$ cat config.mk
export PLATFORM = sky130hd
export DESIGN_NAME = ricosoc_iomem_arbiter
export DESIGN_NICKNAME = d
export VERILOG_FILES = /design/src/rtl/ricosoc_iomem_arbiter.sv
export SDC_FILE = /design/constraint.sdc
export NUM_CORES = 1
export LEC_CHECK = 0
export CORE_AREA = 5 5 118 120
export CTS_CLUSTER_DIAMETER = 80
export DETAILED_ROUTE_END_ITERATION = 8
export DIE_AREA = 0 0 123 125
export PLACE_DENSITY = 0.7
export SETUP_SLACK_MARGIN = 0.4
export SYNTH_ARGS = -nofsm -noshare
export SYNTH_HDL_FRONTEND = slang
export SYNTH_SLANG_ARGS = --single-unit
$ cat constraint.sdc
create_clock -name clk -period 1.7 [get_ports clk]
set_clock_uncertainty 0.2 [all_clocks]
set_input_delay 0.34 -clock clk [delete_from_list [all_inputs] [get_ports clk]]
set_output_delay 0.34 -clock clk [all_outputs]
set_load 0.02 [all_outputs]
$ cat src/rtl/ricosoc_iomem_arbiter.sv
// Two-master valid/ready arbiter sharing the ricosoc iomem slave bus, with one transaction in flight.
// Define RICOSOC_ARB_TIMEOUT_EN to enable the bus-timeout watchdog that forces completion with 32'hFFFF_FFFF.
module ricosoc_iomem_arbiter #(
    parameter int unsigned FIXED_PRIO     = 0,
    parameter int unsigned TIMEOUT_CYCLES = 255
) (
    input  logic        clk,
    input  logic        resetn,

    input  logic        m0_valid,
    output logic        m0_ready,
    input  logic [3:0]  m0_wstrb,
    input  logic [31:0] m0_addr,
    input  logic [31:0] m0_wdata,
    output logic [31:0] m0_rdata,

    input  logic        m1_valid,
    output logic        m1_ready,
    input  logic [3:0]  m1_wstrb,
    input  logic [31:0] m1_addr,
    input  logic [31:0] m1_wdata,
    output logic [31:0] m1_rdata,

    output logic        s_valid,
    input  logic        s_ready,
    output logic [3:0]  s_wstrb,
    output logic [31:0] s_addr,
    output logic [31:0] s_wdata,
    input  logic [31:0] s_rdata,

    output logic [1:0]  grant,
    output logic        timeout_irq
);

    localparam int unsigned CNT_W = 16;

    if (TIMEOUT_CYCLES < 1 || TIMEOUT_CYCLES > 65535) begin : g_bad_timeout
        $error("TIMEOUT_CYCLES must be within 1..65535");
    end

    // State encoding doubles as the one-hot grant vector.
    typedef enum logic [1:0] {
        IDLE    = 2'b00,
        BUSY_M0 = 2'b01,
        BUSY_M1 = 2'b10
    } state_t;

    state_t r_state;
    logic   r_last_m1;

    logic w_sel_m0;
    logic w_sel_m1;
    logic w_req;
    logic w_timeout;
    logic w_done;
    logic w_pick_m0;

    assign w_sel_m0  = (r_state == BUSY_M0);
    assign w_sel_m1  = (r_state == BUSY_M1);
    assign w_req     = (w_sel_m0 & m0_valid) | (w_sel_m1 & m1_valid);
    assign w_done    = w_req & (s_ready | w_timeout);
    assign w_pick_m0 = m0_valid & (~m1_valid | (FIXED_PRIO != 0) | r_last_m1);

`ifdef RICOSOC_ARB_TIMEOUT_EN
    localparam logic [CNT_W-1:0] TO_LIMIT = CNT_W'(TIMEOUT_CYCLES);

    logic [CNT_W-1:0] r_cnt;

    // A ready slave always beats the watchdog in the same cycle.
    assign w_timeout = w_req & ~s_ready & (r_cnt == TO_LIMIT);
`else
    assign w_timeout = 1'b0;
`endif

    always_ff @(posedge clk or negedge resetn) begin
        if (!resetn) begin
            r_state   <= IDLE;
            r_last_m1 <= 1'b1;
`ifdef RICOSOC_ARB_TIMEOUT_EN
            r_cnt     <= '0;
`endif
        end else begin
            case (r_state)
                IDLE: begin
                    if (w_pick_m0) begin
                        r_state <= BUSY_M0;
                    end else if (m1_valid) begin
                        r_state <= BUSY_M1;
                    end
                end
                BUSY_M0, BUSY_M1: begin
                    // A master dropping valid mid-transaction abandons it without touching fairness.
                    if (!w_req) begin
                        r_state <= IDLE;
                    end else if (w_done) begin
                        r_state   <= IDLE;
                        r_last_m1 <= w_sel_m1;
                    end
                end
                default: r_state <= IDLE;
            endcase
`ifdef RICOSOC_ARB_TIMEOUT_EN
            if (r_state == IDLE) begin
                r_cnt <= '0;
            end else if (!s_ready && r_cnt != {CNT_W{1'b1}}) begin
                r_cnt <= r_cnt + CNT_W'(1);
            end
`endif
        end
    end

    assign grant       = r_state;
    assign timeout_irq = w_timeout;

    assign s_valid = w_req & ~w_timeout;
    assign s_wstrb = w_sel_m0 ? m0_wstrb : (w_sel_m1 ? m1_wstrb : 4'b0000);
    assign s_addr  = w_sel_m0 ? m0_addr  : (w_sel_m1 ? m1_addr  : 32'h0000_0000);
    assign s_wdata = w_sel_m0 ? m0_wdata : (w_sel_m1 ? m1_wdata : 32'h0000_0000);

    assign m0_ready = w_sel_m0 & (s_ready | w_timeout);
    assign m1_ready = w_sel_m1 & (s_ready | w_timeout);

    // The losing master sees a quiet bus; a forced completion returns all-ones.
    assign m0_rdata = !w_sel_m0 ? 32'h0000_0000 : (w_timeout ? 32'hFFFF_FFFF : s_rdata);
    assign m1_rdata = !w_sel_m1 ? 32'h0000_0000 : (w_timeout ? 32'hFFFF_FFFF : s_rdata);

endmodule

======== Word-level counts from Yosys, hierarchy flattened ========
Index checks and enable logic that the tools add are counted.
Widths: inputs -> output; s select.
word-level totals
  bits in writable memories ............... 0
  output and inout bits ................... 138
  register bits after elaboration ......... 3
  ROM bits ................................ 0
  memories ................................ 0
  latch bits .............................. 0
  input bits .............................. 173
  logic and storage cells ................. 32
cells by class
  bitwise logic cells ..................... 9
  reduce and logical (&&, ||, !) cells .... 4
  order comparisons ....................... 0
  shift-type cells ........................ 0
  divide/modulo/power cells ............... 0
  multipliers ............................. 0
  equal/unequal tests ..................... 4
  multiplexer cells ....................... 13
  add/subtract/negate cells ............... 0
operators by type and width
  kind                count
  $mux 32             6
  $mux 2              4
  $mux 4              2
  $and 1x1->1         6
  $ne 3x3->1 const B  2
  $pmux 2 s2          1
  $reduce_and 3->1    1
  $eq 2x1->1 const B  1
  $eq 2x2->1 const B  1
  $logic_not 2->1     1
  $or 1x1->1          2
  $reduce_and 2->1    1
  $reduce_or 2->1     1
  $not 1->1           1

======== Longest topological paths before layout ========
  word-level depth ........................ 7
  mapped depth ............................ 7

======== Worst setup path after synthesis ========
OpenSTA, ideal clock, no wires.
  path type ............................... register to output
  from .................................... register r_state[0], in the netlist grant[0]
  to ...................................... output port s_addr[0]
  data required time ...................... 1160 ps
  data arrival time ....................... 1642 ps
  stages on the path, launching flop included .. 7
  buffers on the path ..................... 2
  setup slack ............................. -482 ps
  path through ............................ dfrtp_1 > inv_1 > ha_1 > buf_2 > buf_2 > nand2_1 > o21ai_0
on the way
  cells in the longest elaborated chain, start to end .. 3
  elaborated cells between the ends (all ways) .. 4
  those cells by class .................... 2 x eq/ne; 2 x mux
ends and longest elaborated chain
  element                   RTL line  text
  start: declaration        48        state_t r_state;
  start signal: assignment  77        r_state <= IDLE;
  start signal: assignment  86        r_state <= BUSY_M0;
  start signal: assignment  88        r_state <= BUSY_M1;
  $eq 2x2->1                59        assign w_sel_m1 = (r_state == BUSY_M1);
  net w_sel_m1              52        logic w_sel_m1;
  $mux 32 (2 in series)     117       assign s_addr = w_sel_m0 ? m0_addr : (w_sel_m1 ? m1_addr : 32'h0000_0000);
  end: declaration          27        output logic [31:0] s_addr,
The timed path passes the listed nets, and every way through them passes these cells.

======== Worst setup path after layout ========
  from .................................... register r_state[1], in the netlist grant[1]
  to ...................................... output port s_addr[12]
on the way
  cells in the longest elaborated chain, start to end .. 3
  elaborated cells between the ends (all ways) .. 4
  those cells by class .................... 2 x eq/ne; 2 x mux
ends and longest elaborated chain
  element      RTL line
  $eq 2x2->1   59
  $mux 32      117
  $mux 32 (*)  117
Mark *: on every way between the ends. The rest lies on a longest branch, timed or not.

==> impl_metrics.tcl <==
set metrics [dict create \
    cts_max_path_buffers 2 \
    busiest_layer "met2" \
    fp.dieW_microns 123 \
    ys_ff_latch 3 \
    hold_viol_final 0 \
    io_pins 311 \
    drt_iter0_drc 89 \
    grt_use_met3_pct 4.968 \
    core_area_sq_um 12870 \
    critPathMaxStageDelay_ns 0.43 \
    antenna_found_initial 0 \
    syn_area_per_cell_sq_um 5.058 \
    yosysTopAreaCellShare_pct 31.54 \
    cts_hold_buf 0 \
    mappedNetlistNets 503 \
    reg2reg_depth 8 \
    violations "setup timing" \
    grt_start_max_net_pins 30 \
    fin_nets 869 \
    dpl_cell_area_sq_um 5530 \
    cpMaxStageDelayCell "dfrtp_2" \
    synth_largest_area_cell "nand2_1" \
    finish.instance_area_sq_um 6999 \
    worstSetupStartpoint "grant[1]$_DFFE_PN0P_" \
    clk_latency_ns 0.22 \
    grt-ovfl-total 0 \
    wirelength_microns 15200 \
    place.gp.congestion 0.8871 \
    reg2reg_from "grant[1]$_DFFE_PN0P_" \
    yosys-top-cells-area "nand2_1, and2_1, o21ai_0, buf_2, dfrtp_1" \
    peakVddDrop_mv 0.7770 \
    min_path_type "in -> async" \
    firstDrtPassIters 4 \
    use_met2_pct 30.01 \
    ant_nets 0 \
    n_fill_cell 1159 \
    vias 3707 \
    clkTransAtPathRegs_ns 0.03 \
    power.leakage_uw 0.003152 \
    die_h_microns 125 \
    crit_path_max_fanout 7 \
    synth.distinct_cells 23 \
    cts-root-buf "clkbuf_16" \
    layout_min_cycle_time_ns 2.168 \
    ys_seq_area_share_pct 4.614 \
    grt_use_met1_pct 16.85 \
    fin_ws_ns -0.4679 \
    crit_path_start_kind "flip-flop" \
    required_ns 1.16 \
    grt_usage_pct 15.93 \
    grt_pass1_vias 3706 \
    htreeDepth 1 \
    max_freq_mhz 461.3 \
    area_growth_pct 323.1 \
    crit_chain "inv_2 -> ha_4 -> buf_12 -> buf_6 -> buf_8 -> nand2_4 -> o21ai_4 -> buf_6" \
    cts_tree "done" \
    netlist_area_sq_um 1654 \
    io_buffers 309 \
    rsz0062_at_grt "yes" \
    power_density_nw_per_um2 1635 \
    cp-end-kind "output pin" \
    critical_path_class "reg -> out" \
    numCtsBuffers 3 \
    status "finished, violations left" \
    start_util_pct 12.85 \
    syn_inst 327 \
    die_area_sq_um 15380 \
    dp_slack_ns -0.6968 \
    grt_pass1_wl_microns 19440 \
    hpwl_microns 10190 \
    total_power_uw 11440 \
    cpMostUsedCell "buf_6" \
    cp.arrival_ns 1.63 \
    antenna_cells 0 \
    finalCritPeriodShare_pct 127.5 \
    drc_errors 0 \
    ff2ff_setup_slack_ns -0.26 \
    ys_warn_count 0 \
    numClockSinks 3 \
    setup_viol 138 \
    drive_gt1_share_pct 59.10 \
    slew_violations 0 \
    wl_per_cell_microns 17.51 \
    rows 42 \
    viasPerCell 4.271 \
    drv_cap 0 \
]
## layout make-up
cell class | instances | area [sq um] | area share [%]
Sequential cell | 3 | 78.83 | 1.126
Timing Repair Buffer | 392 | 4379 | 62.57
Clock buffer | 4 | 78.83 | 1.126
Multi-Input combinational cell | 288 | 2223 | 31.77
Inverter | 5 | 18.77 | 0.2681
Tap cell | 176 | 220.2 | 3.146
## cell usage after synthesis
master / instances
ha_1: 3
nand3_1: 1
o21ai_1: 1
nand4_1: 1
clkbuf_1: 13
a32o_1: 1
a22o_4: 1
dfstp_2: 1
and3_4: 1
a32oi_1: 1
inv_1: 5
o22ai_1: 1
o21ai_0: 68
dfrtp_1: 2
nand2_1: 139
buf_6: 1
a41oi_1: 1
conb_1: 1
buf_4: 1
and2_1: 66
buf_2: 16
o211ai_1: 1
and3b_1: 1
## where the power goes
group | switching [uW] | leakage (uW) | internal [uW]
Clock | 63.1 | 0.0000382 | 309
Sequential | 42.6 | 0.0000335 | 120
Combinational | 5090 | 0.00308 | 5810
## state kept, by name (all words and copies together) (netlist names)
signal     cells
grant          2
r_last_m1      1
## cell families (layout without fill, tap and decap cells)
| family | count (synthesis) | after routing | synth area share [%] |
|---|---|---|---|
| AND/OR/NAND/NOR | 209 | 209 | 58.40 |
| AO/OA/AOI/OAI | 75 | 75 | 24.43 |
| buffers and inverters | 36 | 401 | 10.06 |
| adder cells (fa/ha/maj) | 3 | 3 | 2.270 |
| flip-flops | 3 | 3 | 4.615 |
| other | 1 | 1 | 0.2267 |
## critical path: cells and delay by family (launching register included)
family,cells,cell delay (ns)
simple gates,1,0.05
compound gates,1,0.05
buf+inv,5,0.64
flops,1,0.43
fa+ha+maj,1,0.23
## path summary, 6_finish.rpt
kind / endpoint
min in group clk: r_last_m1$_DFFE_PN1P_
max in group asynchronous: r_last_m1$_DFFE_PN1P_
setup / recovery: s_addr[12]
hold reg to reg: r_last_m1$_DFFE_PN1P_
setup reg to reg: grant[1]$_DFFE_PN0P_
hold / removal: grant[0]$_DFFE_PN0P_
## what timing repair did
action	in CTS	in global routing
hold endpoints to repair	0	0
setup endpoints to repair	140	140
pin swaps	5	38
buffers inserted	21	12
resized for setup	747	244
gates cloned	6	14
## layout by cell type (no fill, tap or decap), drive strengths merged, types with 2 or more instances in the layout
| cell | instances |
|---|---|
| and2 | 66 |
| buf | 207 |
| clkbuf | 16 |
| clkdlybuf4s50 | 172 |
| dfrtp | 2 |
| ha | 3 |
| inv | 5 |
| nand2 | 139 |
| o21ai | 69 |
## per-stage QoR
| step | setup TNS, ns | instances | utilization, % | hold slack (ns) |
|---|---|---|---|---|
| final | -52.88 | 868 | 54.36 | 0.09881 |
| after global routing | -60.74 | 868 | 54.36 | 0.1078 |
| after CTS | -54.20 | 842 | 46.02 | 0.1006 |
| after detailed placement | -78.39 | 811 | 42.95 | 0.3375 |
| after global placement | -75.51 | 811 | 42.95 | 0.3406 |
| after floorplan | -19.28 | 327 | - | -0.1556 |
## metal layers
| layer | vias up | wire [microns] |
|---|---|---|
| li1 | 1787 | - |
| met1 | 1706 | 5368 |
| met2 | 187 | 8133 |
| met5 | - | 0 |
| met4 | 0 | 328 |
| met3 | 27 | 1370 |
Note: power is estimated with default switching activity, not from simulation.
